### src/rtl/vga_timing_gen.sv
// VGA raster timing generator: free-running h/v counters produce pixel requests,
// with sync/blank delayed through a PIPE_LAT-stage line to meet the pixel pipeline.
module vga_timing_gen #(
  parameter int HDISP    = 800,
  parameter int VDISP    = 480,
  parameter int HFP      = 40,
  parameter int HPULSE   = 48,
  parameter int HBP      = 40,
  parameter int VFP      = 13,
  parameter int VPULSE   = 3,
  parameter int VBP      = 29,
  parameter int PIPE_LAT = 2,
  parameter bit HS_POL   = 1'b0,
  parameter bit VS_POL   = 1'b0,
  localparam int XW      = (HDISP > 1) ? $clog2(HDISP) : 1,
  localparam int YW      = (VDISP > 1) ? $clog2(VDISP) : 1
) (
  input  logic          CLK,
  input  logic          NRST,
  input  logic          en,
  output logic          req_valid,
  output logic [XW-1:0] req_x,
  output logic [YW-1:0] req_y,
  output logic          line_start,
  output logic          frame_start,
  output logic          VGA_HS,
  output logic          VGA_VS,
  output logic          VGA_BLANK,
  output logic          VGA_SYNC
);

  localparam int HBLANK = HFP + HPULSE + HBP;
  localparam int VBLANK = VFP + VPULSE + VBP;
  localparam int HTOTAL = HDISP + HBLANK;
  localparam int VTOTAL = VDISP + VBLANK;
  localparam int HW     = $clog2(HTOTAL);
  localparam int VW     = $clog2(VTOTAL);

  localparam logic [HW-1:0] HLAST_C    = HW'(HTOTAL - 1);
  localparam logic [VW-1:0] VLAST_C    = VW'(VTOTAL - 1);
  localparam logic [HW-1:0] HSYNC_LO_C = HW'(HFP);
  localparam logic [HW-1:0] HSYNC_HI_C = HW'(HFP + HPULSE);
  localparam logic [VW-1:0] VSYNC_LO_C = VW'(VFP);
  localparam logic [VW-1:0] VSYNC_HI_C = VW'(VFP + VPULSE);
  localparam logic [HW-1:0] HBLANK_C   = HW'(HBLANK);
  localparam logic [VW-1:0] VBLANK_C   = VW'(VBLANK);

  if (PIPE_LAT < 1 || PIPE_LAT > 8 || HDISP == 0 || VDISP == 0 ||
      HPULSE == 0 || VPULSE == 0) begin : gBadParams
    $fatal(1, "vga_timing_gen: illegal parameter set");
  end

  logic [HW-1:0] hcount_q, hcount_d;
  logic [VW-1:0] vcount_q, vcount_d;

  logic          reqValid_q;
  logic [XW-1:0] reqX_q;
  logic [YW-1:0] reqY_q;
  logic          lineStart_q;
  logic          frameStart_q;

  logic          hsRaw_q, vsRaw_q, blankRaw_q;
  logic [PIPE_LAT-1:0] hsPipe_q, vsPipe_q, blankPipe_q;

  logic hActive, vActive, hSync, vSync, activeNow;
  logic [XW-1:0] reqXNow;
  logic [YW-1:0] reqYNow;

  always_comb begin
    hActive   = (hcount_q >= HBLANK_C);
    vActive   = (vcount_q >= VBLANK_C);
    hSync     = (hcount_q >= HSYNC_LO_C) && (hcount_q < HSYNC_HI_C);
    vSync     = (vcount_q >= VSYNC_LO_C) && (vcount_q < VSYNC_HI_C);
    activeNow = en && hActive && vActive;
    reqXNow   = XW'(hcount_q - HBLANK_C);
    reqYNow   = YW'(vcount_q - VBLANK_C);
  end

  // Counters hold their value while en is low so a resume continues the same line.
  always_comb begin
    hcount_d = hcount_q;
    vcount_d = vcount_q;
    if (en) begin
      if (hcount_q == HLAST_C) begin
        hcount_d = '0;
        vcount_d = (vcount_q == VLAST_C) ? '0 : vcount_q + 1'b1;
      end else begin
        hcount_d = hcount_q + 1'b1;
      end
    end
  end

  always_ff @(posedge CLK or negedge NRST) begin
    if (!NRST) begin
      hcount_q     <= '0;
      vcount_q     <= '0;
      reqValid_q   <= 1'b0;
      reqX_q       <= '0;
      reqY_q       <= '0;
      lineStart_q  <= 1'b0;
      frameStart_q <= 1'b0;
      hsRaw_q      <= 1'b0;
      vsRaw_q      <= 1'b0;
      blankRaw_q   <= 1'b0;
      hsPipe_q     <= '0;
      vsPipe_q     <= '0;
      blankPipe_q  <= '0;
    end else begin
      hcount_q     <= hcount_d;
      vcount_q     <= vcount_d;
      reqValid_q   <= activeNow;
      reqX_q       <= activeNow ? reqXNow : '0;
      reqY_q       <= activeNow ? reqYNow : '0;
      lineStart_q  <= en && (hcount_q == '0);
      frameStart_q <= en && (hcount_q == '0) && (vcount_q == '0);
      // Raw flags line up with req_valid; the delay line then adds exactly PIPE_LAT cycles.
      hsRaw_q      <= en && hSync;
      vsRaw_q      <= en && vSync;
      blankRaw_q   <= activeNow;
      for (int i = PIPE_LAT - 1; i > 0; i--) begin
        hsPipe_q[i]    <= hsPipe_q[i-1];
        vsPipe_q[i]    <= vsPipe_q[i-1];
        blankPipe_q[i] <= blankPipe_q[i-1];
      end
      hsPipe_q[0]    <= hsRaw_q;
      vsPipe_q[0]    <= vsRaw_q;
      blankPipe_q[0] <= blankRaw_q;
    end
  end

  assign req_valid   = reqValid_q;
  assign req_x       = reqX_q;
  assign req_y       = reqY_q;
  assign line_start  = lineStart_q;
  assign frame_start = frameStart_q;
  assign VGA_HS      = hsPipe_q[PIPE_LAT-1] ? HS_POL : ~HS_POL;
  assign VGA_VS      = vsPipe_q[PIPE_LAT-1] ? VS_POL : ~VS_POL;
  assign VGA_BLANK   = blankPipe_q[PIPE_LAT-1];
  assign VGA_SYNC    = 1'b0;

endmodule

### config.mk
export PLATFORM = sky130hd
export DESIGN_NAME = vga_timing_gen
export DESIGN_NICKNAME = d
export VERILOG_FILES = /design/src/rtl/vga_timing_gen.sv
export SDC_FILE = /design/constraint.sdc
export NUM_CORES = 1
export LEC_CHECK = 0
export ABC_AREA = 1
export CELL_PAD_IN_SITES_DETAIL_PLACEMENT = 1
export CELL_PAD_IN_SITES_GLOBAL_PLACEMENT = 1
export CORE_ASPECT_RATIO = 1.25
export CORE_MARGIN = 2
export CORE_UTILIZATION = 35
export CTS_CLUSTER_SIZE = 8
export DETAILED_ROUTE_END_ITERATION = 16
export HOLD_SLACK_MARGIN = 0.05
export PLACE_DENSITY_LB_ADDON = 0.2
export SLEW_MARGIN = 10
export SYNTH_ARGS = -nofsm -noshare
export SYNTH_HDL_FRONTEND = slang
export SYNTH_SLANG_ARGS = --single-unit
### constraint.sdc
create_clock -name CLK -period 1.5 [get_ports CLK]
set_input_delay 0.3 -clock CLK [delete_from_list [all_inputs] [get_ports CLK]]
set_output_delay 0.3 -clock CLK [all_outputs]
set_load 0.02 [all_outputs]
======== Word-level counts from Yosys, hierarchy flattened ========
Index checks and enable logic that the tools add are counted.
word-level totals
  output and inout port bits .............. 26
  input bits .............................. 3
  flip-flop bits (word level) ............. 50
cells by class
  $add $sub $neg .......................... 4
  reductions and logical operators ........ 11
  muxes and demuxes ....................... 6
  $lt $le $gt $ge ......................... 6
  eq/ne operators ......................... 2
operators with widths
  operator                 number
  $mux W10                 3
  $add A10 B1 Y10 const B  2
  $eq A10 B10 Y1 const B   2
  $ge A10 B6 Y1 const B    2
  $logic_not A10 Y1        2
  $ge A10 B4 Y1 const B    1
  $ge A10 B8 Y1 const B    1
  $lt A10 B5 Y1 const B    1
  $lt A10 B7 Y1 const B    1
  $sub A10 B8 Y10 const B  1
  $mux W9                  1
  $sub A9 B6 Y9 const B    1
  $logic_and A1 B1 Y1      8
  $mux W1                  2
  $reduce_and A2 Y1        1

======== Longest topological paths before layout ========
  depth after elaboration ................. 4
  depth in mapped cells ................... 10
  mapped depth without buffers ............ 10

======== Least setup slack after synthesis ========
No wires, ideal clock.
  path kind ............................... register to register
  start ................................... register vcount_q[0]
  end ..................................... register reqX_q[7], in the netlist req_x[7]
  slack ................................... 33 ps
  arrival ................................. 1397 ps
  setup time .............................. 70 ps
  stages on the path, launching flop included .. 11
  buffers on the path ..................... 1
  path through ............................ dfrtp_1 > inv_1 > ha_1 > inv_1 > nand3_2 > nand2_2 > nand2_2 > nand2_2 > nand3_2 > buf_6 > nor2_2
on the way
  cells in the longest elaborated chain, start to end .. 3
ends and longest elaborated chain
  item                    line  RTL
  start, declared         54    logic [VW-1:0] vcount_q, vcount_d;
  start signal, assigned  110   vcount_q <= vcount_d;
  $ge A10 B6 Y1           71    vActive = (vcount_q >= VBLANK_C);
  $logic_and A1 B1 Y1     74    activeNow = en && hActive && vActive;
  $mux W10                112   reqX_q <= activeNow ? reqXNow : '0;
  end signal, assigned    112
  end, declared           57    logic [XW-1:0] reqX_q;
No other way between the ends.
A chain may end at the register's enable or synchronous reset.

======== Worst setup path after layout ========
  start ................................... register vcount_q[0]
  end ..................................... register reqX_q[1], in the netlist req_x[1]
Same word-level chain as after synthesis.

==> results.txt <==
Status -> completed
Dpl hpwl -> 4860 um
Routed WL -> 6670 um
Starting density of the core -> 36.0%
Largest net degree at the start of global routing -> 51
Post-Syn Nets -> 310
Diode count -> 0
Cell area after synthesis -> 0.00251 mm^2
Share of cells above drive strength 1 -> 29.3%
Hold Crit Class -> reg -> reg
Critical Path Fanout Max -> 6
#FFs+latches synth -> 50
Clock tree buffer depth -> 2
Area post-placement -> 0.00312 mm^2
Floorplan row count -> 34
Io pins -> 29
Worst EP required -> 1740 ps
Yosys warns -> 0
Area share of the largest cell type after synthesis -> 49.8%
I/O Buffers -> 27
Final Cycle Share -> 99.2%
Final setup violation count -> 0
Most common cell in the netlist -> nand2_1
Power density over the cells -> 944 mW/mm^2
CTS clk-pin slew, worst paths -> 100 ps
Cell taking the most area after synthesis -> dfrtp_1
Adder-cell area share of the yosys netlist -> 4.48%
Synth Flop Type -> dfrtp_1
Final #Nets -> 380
Final Hold Viols -> 0
Via count -> 2,184
Period minus WS final -> 1490 ps
CTS sink cnt -> 50
Final Wtd Congestion -> 0.858
GRT Overall Usage -> 17.9%
Total core area -> 0.00698 mm^2
Peak Freq -> 672 MHz
Via density -> 4.76
Syn Area/Cell -> 8.43 um^2
Multiplexer share of the synthesized area -> 0%
Area grow syn2layout -> 39.2%
Number of max-cap violations -> 0
EDFF count, synth -> 0
Total gr overflow -> 0
Crit path DAT -> 1730 ps
Initial DRC Count -> 27
CP endpoint kind -> flop
Simple-Gate Fraction of Synth Area -> 30.7%
Most frequent cells after synthesis -> nand2_1, dfrtp_1, nor2_1
Kind of critical path -> reg -> reg
Die width -> 79.8 um
Synth unique cells -> 24
CTS tree -> done
Compound-Gate Fraction of Synth Area -> 3.39%
Later-pin clock latency in the skew report -> 300 ps
Final ANT Viol Nets -> 0
Worst setup SP type -> flop
Fin area -> 0.00350 mm^2
Global-route wire length before repair -> 10,900 um
Fin. max-slew vios -> 0
Routed length per placed instance -> 14.5 um
Sequential element share of the synthesized area -> 49.8%
Clock H-tree levels -> 2
Largest family of logic cells by synthesized area -> simple AND/OR/NAND/NOR gates
Final core occ -> 50.1%
Antenna violations before repair -> 0
Peak supply drop -> 514 uV
Vias in the first global route -> 2,374
Synth area leaders -> dfrtp_1, nand2_1, nor2_1
Final worst clock skew -> 5.43 ps
DRT Pass-1 Iters -> 4
Post-synth ARST share -> 100%
RSZ-0062 raised after global routing -> true
Synth Area in XOR/XNOR -> 4.18%
Chip height -> 98.7 um
Syn Inst Count -> 298
Die area -> 0.00788 mm^2
Root Buffer -> clkbuf_8
Leak Pwr -> 1.74 nW
Cts bufs inserted -> 5
Post-route DRC -> 0
path summary, 6_finish.rpt:
| check | from | to | slack [ps] | depth (start not counted) |
|---|---|---|---|---|
| max reg2reg | vcount_q[0] | req_x[1] | 10 | 10 |
| max | vcount_q[0] | req_x[1] | 10 | 10 |
| min reg2reg | hsPipe_q[0] | hsPipe_q[1] | 360 | 0 |
| max in group asynchronous | NRST | hcount_q[7] | 740 | 3 |
| min in group asynchronous | NRST | req_x[0] | 510 | 3 |
| min | hsPipe_q[0] | hsPipe_q[1] | 360 | 0 |
per-stage QoR:
stage / hold WS [ps] / power (W) / setup WS (ps) / instances / setup TNS [ps]
2_1_floorplan: 4.41 / 0.00197 / 33.1 / 298 / 0
3_3_place_gp: 313 / 0.00229 / -62.5 / 443 / -1290
3_5_place_dp: 316 / 0.00231 / -82.3 / 443 / -2030
4_1_cts: 360 / 0.00328 / -0.848 / 456 / -0.848
5_1_grt: 363 / 0.00348 / -66.3 / 459 / -1300
6_report: 356 / 0.00330 / 12.2 / 459 / 0
critical path: stages (launching register included):
cell     delay, ps
dfrtp_1        410
inv_2           80
ha_4           160
inv_2           50
nand3_2         70
nand2_2         90
nand2_2         70
nand2_2         80
nand3_4        140
buf_12         190
nor2_4          70
sequential cells by signal, indices dropped and copies added (netlist names):
register     cells
vcount_q        10
line_start       1
vsRaw_q          1
blankRaw_q       1
blankPipe_q      2
vsPipe_q         2
hcount_q        10
hsPipe_q         2
frame_start      1
req_x           10
req_y            9
hsRaw_q          1
layout make-up:
cell class | instances | area, um^2
Timing Repair Buffer | 69 | 612
Sequential cell | 50 | 1250
Tap cell | 90 | 113
Inverter | 36 | 135
Multi-Input combinational cell | 206 | 1270
Clock inverter | 3 | 40.0
Fill cell | 826 | 3480
Clock buffer | 5 | 68.8
what timing repair did:
action | in CTS | in global routing
gates cloned | 1 | 0
setup buffers | 3 | 3
hold buffers | 1 | 0
resized for setup | 40 | 42
endpoints found under the setup margin | 46 | 34
pin swaps | 5 | 8
endpoints found under the hold margin | 50 | 0
routing by layer:
layer	track usage [%]	routed length (um)	up-vias	share of wire, %
li1	-	-	1059	-
met1	19.1	2570	1087	39
met2	34.8	3800	25	57
met3	2.75	137	13	2.1
met4	6.13	158	0	2.4
met5	0	0	-	0
logic make-up after synthesis:
family                     Yosys count
AOI/OAI and AO/OA                   17
buffers and inverters               42
other                                1
xor gates and xnor gates            12
DFF                                 50
adders and majority gates            9
and+or+nand+nor                    167
cells in the final DEF (no fill, tap or decap), types with 2 or more instances in the layout:
master | netlist | final
a21oi_1 | 5 | 5
buf_12 | 0 | 2
buf_4 | 2 | 34
buf_6 | 2 | 4
clkbuf_8 | 0 | 5
clkinv_2 | 0 | 2
dfrtp_1 | 50 | 47
dfrtp_2 | 0 | 3
dlygate4sd2_1 | 0 | 25
ha_1 | 9 | 4
ha_2 | 0 | 2
ha_4 | 0 | 3
inv_1 | 33 | 27
inv_2 | 3 | 9
nand2_1 | 74 | 72
nand2_2 | 3 | 5
nand3_1 | 23 | 20
nand3_2 | 2 | 3
nand3_4 | 0 | 2
nand3b_1 | 2 | 2
nand4_1 | 3 | 3
nor2_1 | 34 | 26
nor2_2 | 18 | 9
nor2_4 | 3 | 20
nor3_1 | 4 | 3
o21ai_0 | 10 | 9
o21ai_1 | 2 | 3
xor2_1 | 11 | 11
report_power, final:
part           leakage [nW]  internal [W]  total [W]  switching, W
sequential            0.652       0.00146    0.00155     0.0000879
clock                0.0579      0.000492   0.000957      0.000465
combinational          1.03      0.000299   0.000793      0.000493
total                  1.74       0.00226    0.00330       0.00105
No activity file was read; power rests on OpenSTA's default activity.
